[config.mk]
export PLATFORM = sky130hd
export DESIGN_NAME = issue_ctrl
export DESIGN_NICKNAME = d
export VERILOG_FILES = /design/src/rtl/issue_ctrl.sv
export SDC_FILE = /design/constraint.sdc
export NUM_CORES = 1
export LEC_CHECK = 0
export CORE_ASPECT_RATIO = 2
export CORE_MARGIN = 2
export CORE_UTILIZATION = 45
export CTS_CLUSTER_SIZE = 20
export DETAILED_ROUTE_END_ITERATION = 8
export DONT_BUFFER_PORTS = 1
export GPL_TIMING_DRIVEN = 1
export PLACE_DENSITY_LB_ADDON = 0.08
export SYNTH_ARGS = -nofsm -noshare
export SYNTH_HDL_FRONTEND = slang
export SYNTH_SLANG_ARGS = --single-unit
[constraint.sdc]
create_clock -name clk_in -period 2.4 [get_ports clk_in]
set_clock_uncertainty 0.1 [all_clocks]
set_input_delay 0.48 -clock clk_in [delete_from_list [all_inputs] [get_ports clk_in]]
set_output_delay 0.48 -clock clk_in [all_outputs]
set_load 0.02 [all_outputs]
[src/rtl/issue_ctrl.sv]
// Issue-stage sequencer: pops one instruction from the queue and holds it in front of the decoder.
// It dispatches the held instruction to the RS or the SLB and hands out a ROB tag with each dispatch.
// FENCE/SYSTEM words are held back until the ROB is empty. Undecodable words are dropped.
//
// Handshake: a queue word transfers in any cycle where iq_pop is high. iq_pop is only raised while
// iq_valid is high, and is combinational on the same cycle's inputs. The issue_rob pulse and its
// issue_rs/issue_slb companion are one-cycle strobes. issue_tag is valid in that cycle.
module issue_ctrl #(
    parameter int ROB_WIDTH = 4,
    parameter int ROB_SIZE  = 16
) (
    input  logic                 clk_in,
    input  logic                 rst_in,
    input  logic                 rdy_in,
    input  logic                 clear_in,
    input  logic                 iq_valid,
    input  logic [31:0]          iq_instr,
    input  logic [31:0]          iq_pc,
    output logic                 iq_pop,
    output logic [31:0]          dec_instr,
    output logic [31:0]          dec_npc,
    output logic                 dec_has_instr,
    input  logic                 dec_to_slb,
    input  logic [7:0]           dec_op,
    input  logic                 rs_full,
    input  logic                 slb_full,
    input  logic                 rob_full,
    input  logic                 rob_empty,
    output logic                 issue_rs,
    output logic                 issue_slb,
    output logic                 issue_rob,
    output logic [ROB_WIDTH-1:0] issue_tag,
    output logic                 illegal,
    output logic [1:0]           dbg_state     // 0 = EMPTY, 1 = HELD, 2 = DRAIN
);

    typedef enum logic [1:0] {
        ST_EMPTY = 2'd0,
        ST_HELD  = 2'd1,
        ST_DRAIN = 2'd2
    } state_e;

    state_e               state_q, state_d;
    logic [31:0]          instr_q, instr_d;
    logic [31:0]          npc_q, npc_d;
    logic [ROB_WIDTH-1:0] tag_q, tag_d;
    logic                 illegal_q, illegal_d;

    logic is_invalid, is_serial, target_full, has_instr;
    logic active, fire, drop;
    logic unused_op_bits;

    assign unused_op_bits = ^dec_op[1:0];

    // Classify the held word and decide whether it dispatches or drops this cycle
    always_comb begin
        is_invalid  = (dec_op[7:5] == 3'd0);
        is_serial   = (dec_op[7:5] == 3'd2) && ((dec_op[4:2] == 3'd4) || (dec_op[4:2] == 3'd5));
        target_full = dec_to_slb ? slb_full : rs_full;
        has_instr   = (state_q != ST_EMPTY);
        // Reset, a stalled pipeline or a flush suppress every strobe
        active      = rst_in && rdy_in && !clear_in;
        fire        = active && has_instr && !is_invalid && !rob_full && !target_full
                      && (!is_serial || rob_empty);
        drop        = active && has_instr && is_invalid;
        iq_pop      = active && iq_valid && (!has_instr || fire || drop);
        issue_rob   = fire;
        issue_rs    = fire && !dec_to_slb;
        issue_slb   = fire && dec_to_slb;
    end

    // Next-state: load on pop, retire the latch on fire/drop, flush on clear
    always_comb begin
        state_d   = state_q;
        instr_d   = instr_q;
        npc_d     = npc_q;
        tag_d     = tag_q;
        illegal_d = illegal_q;
        if (rdy_in && clear_in) begin
            state_d = ST_EMPTY;
            tag_d   = '0;
        end else if (rdy_in) begin
            if (fire || drop) begin
                state_d = ST_EMPTY;
            end else if (has_instr && is_serial && !rob_empty) begin
                state_d = ST_DRAIN;
            end
            if (fire) begin
                tag_d = (tag_q == ROB_WIDTH'(ROB_SIZE - 1)) ? '0 : tag_q + 1'b1;
            end
            if (drop) begin
                illegal_d = 1'b1;
            end
            if (iq_pop) begin
                state_d = ST_HELD;
                instr_d = iq_instr;
                npc_d   = iq_pc;
            end
        end
    end

    // State register with asynchronous active-low reset
    always_ff @(posedge clk_in or negedge rst_in) begin
        if (!rst_in) begin
            state_q   <= ST_EMPTY;
            instr_q   <= '0;
            npc_q     <= '0;
            tag_q     <= '0;
            illegal_q <= 1'b0;
        end else begin
            state_q   <= state_d;
            instr_q   <= instr_d;
            npc_q     <= npc_d;
            tag_q     <= tag_d;
            illegal_q <= illegal_d;
        end
    end

    assign dec_instr     = instr_q;
    assign dec_npc       = npc_q;
    assign dec_has_instr = has_instr;
    assign issue_tag     = tag_q;
    assign illegal       = illegal_q;
    assign dbg_state     = state_q;

endmodule
==> impl_metrics.csv <==
group,metric,value,unit
detailed_routing,route.met3.wl,595,um
clock_network,cts_tree,"done",
critical_path,worst-path-buf-inv,2,
final_layout,nNetsFinal,285,
placement,port_buffers,0,
yosys,ys_ff_latch,71,
clock_network,root_buffer,"clkbuf_16",
critical_path,critPathArrivalTime,1.73,ns
critical_path,crit_path_max_incr_delay,0.47,ns
floorplanning,coreArea,6620,um2
power_and_ir_drop,leakagePower,1.56,nW
yosys,synth.avg_cell_area,16.2,um2
critical_path,path_cells,"nor2_1 > inv_2 > a31oi_4 > buf_12",
sta,tns,0,ns
critical_path,path_class,"reg2out",
yosys,synth_edf_count,0,
critical_path,end_kind,"primary output",
detailed_routing,vias,1640,
clock_network,clk_pin_slew_worst_paths,0.06,ns
sta,rsz0062_at_grt,"no",
final_layout,fillers,577,
global_routing,grt_pass1_vias,1839,
yosys,synth.distinct_cells,32,
yosys,yosysWarnings,0,
detailed_routing,drc,0,
yosys,synth_ff_type,"dfrtp_1",
power_and_ir_drop,ir_drop,524,uV
yosys,synthCells,190,
sta,final.min_clock_period,2.31,ns
sta,finalCritPeriodShare,0.964,
critical_path,r2r_slack,0.31,ns
flow_run,cap_violations,0,
power_and_ir_drop,clkPwrFrac,0.336,
yosys,netlist_area,3070,um2
yosys,async_reset_ff_frac,1.00,
yosys,yosysSeqAreaShare,0.578,
clock_network,cts_buffer_depth,2,
power_and_ir_drop,seqPwrFrac,0.542,
placement,dpl_cell_area,3140,um2
floorplanning,die_y,121,um
final_layout,n_antenna_cell,0,
sta,worstMarginPinSlew,0.371,ns
detailed_routing,wire_per_inst,21.8,um
global_routing,grt_pass1_wl,9850,um
power_and_ir_drop,p_per_area,1070,nW/um2
detailed_routing,drt_iter0_drc,92,
global_routing,grt_max_degree,72,
detailed_routing,vias_per_cell,5.56,
detailed_routing,first_pass_iters,4,
floorplanning,start_util,0.464,
clock_network,clk_latency,0.32,ns
detailed_routing,ant_nets,0,
floorplanning,rows,42,
placement,dp_hpwl,4500,um
critical_path,crit_family,"flip-flops",
worst_hold_path,holdCritPathClass,"in2reg",
floorplanning,die_x,62.4,um
outcome,status,"complete, no violations",
floorplanning,die_area,7540,um2
final_layout,syn_to_final_growth,13.9,%
clock_network,cts_made_buffers,9,
detailed_routing,wirelength,6440,um
yosys,yosys.area.top_type,"dfrtp_1",
yosys,synth_fp_nets,273,
yosys,synth_top_cell_area_share,0.578,
power_and_ir_drop,p_int,2.59,mW
sta,final-hold-violation-count,0,
critical_path,required,1.82,ns
placement,place_congestion,0.707,
final_layout,regArea,1780,um2
critical_path,crit_path_start_kind,"flip-flop",
yosys,synth_area_leaders,"dfrtp_1, mux2_4, mux2_2",
clock_network,cts_sinks,71,
detailed_routing,met1Wirelength,2120,um
critical_path,critPathMaxFanout,19,
final_layout,multi_input_area,1180,um2
floorplanning,io_pins,158,
power_and_ir_drop,p_comb_frac,0.122,
sta,slew_viol_final,0,
detailed_routing,top_layer,"met4",
global_routing,antenna_found_initial,0,
clock_network,h-tree-depth,3,
detailed_routing,wl_met2,3580,um
power_and_ir_drop,p_sw_frac,0.310,
critical_path,worst_path_max_delay_cell,"dfrtp_1",
sta,setup_viol,0,
power_and_ir_drop,p_switching,1.16,mW
yosys,yosysMostFrequentCell,"dfrtp_1",
final_layout,fin_area,3500,um2
final_layout,drive_gt1_frac,0.449,
global_routing,grt_overflow,0,
sta,slew_headroom,0.752,
yosys,ys_top_cells_by_count,"dfrtp_1, mux2_4, mux2_2, nand3_1",
sta,max_freq,432,MHz
global_routing,grt_usage,0.175,
[layout by cell type (no fill, tap or decap), types with 2 or more instances in the layout]
master	n
a21oi_1	2
buf_12	2
buf_4	3
clkbuf_16	9
clkinv_2	5
dfrtp_1	70
mux2_2	24
mux2_4	41
nand2_1	4
nand3_1	9
nor2_1	4
nor3_1	4
o21ai_0	3
[cell type report]
cell class / count / area share
multi-input cells: 110 / 0.338
inverters: 2 / 0.00215
clock inverters: 7 / 0.0182
well taps: 88 / 0.0315
flip-flops and latches: 71 / 0.508
clock buffers: 9 / 0.0644
repair buffers: 8 / 0.0379
[stage by stage]
step	utilization	hold WS, ns	std cells	total power, mW	setup WS [ns]
2_1_floorplan	-	0.0844	190	2.37	0.200
3_3_place_gp	0.474	0.0859	276	2.46	0.149
3_5_place_dp	0.474	0.0859	276	2.48	0.126
4_1_cts	0.528	0.185	295	3.81	0.00954
5_1_grt	0.528	0.176	295	3.92	0.0153
6_report	0.528	0.200	295	3.75	0.0863
[power by group through the flow]
stage / Combinational [mW] / Clock, mW / Sequential (mW)
global placement: 0.410 / 0 / 2.05
detailed placement: 0.425 / 0 / 2.06
CTS: 0.466 / 1.30 / 2.04
floorplan: 0.387 / 0 / 1.98
finish: 0.459 / 1.26 / 2.03
global route: 0.498 / 1.36 / 2.07
[worst paths after layout]
check | start | endpoint | depth (start not counted)
max | dbg_state[1] | iq_pop | 4
min | iq_pc[31] | dec_npc[31] | 1
max reg2reg | dbg_state[1] | dec_npc[29] | 5
min reg2reg | illegal | illegal | 1
max in group asynchronous | rst_in | dbg_state[0] | 2
min in group asynchronous | rst_in | dec_instr[7] | 2
[flip-flops by register name, summed over array words and instances (netlist names)]
register and count:
dec_instr 32, issue_tag 4, dbg_state 2, illegal 1, dec_npc 32
[logic make-up after synthesis]
group,synth area share
AOI/OAI and AO/OA,0.0383
adders and majority gates,0.00407
and+or+nand+nor,0.0505
muxes,0.292
buffers and inverters,0.0371
DFF,0.578
[routing by layer]
metal | GRT usage | up-vias
met3 | 0.0828 | 10
met4 | 0.0917 | 0
met1 | 0.165 | 824
met2 | 0.308 | 97
li1 | - | 709
met5 | 0 | -
[timing repair]
item / CTS / global route
hold buffers: 2 / 0
cloned: 1 / 0
gates resized for setup: 0 / 2
endpoints found under the setup margin: 1 / 3
buffers inserted: 0 / 0
endpoints found under the hold margin: 71 / 0
No activity file was read; power rests on OpenSTA's default activity.
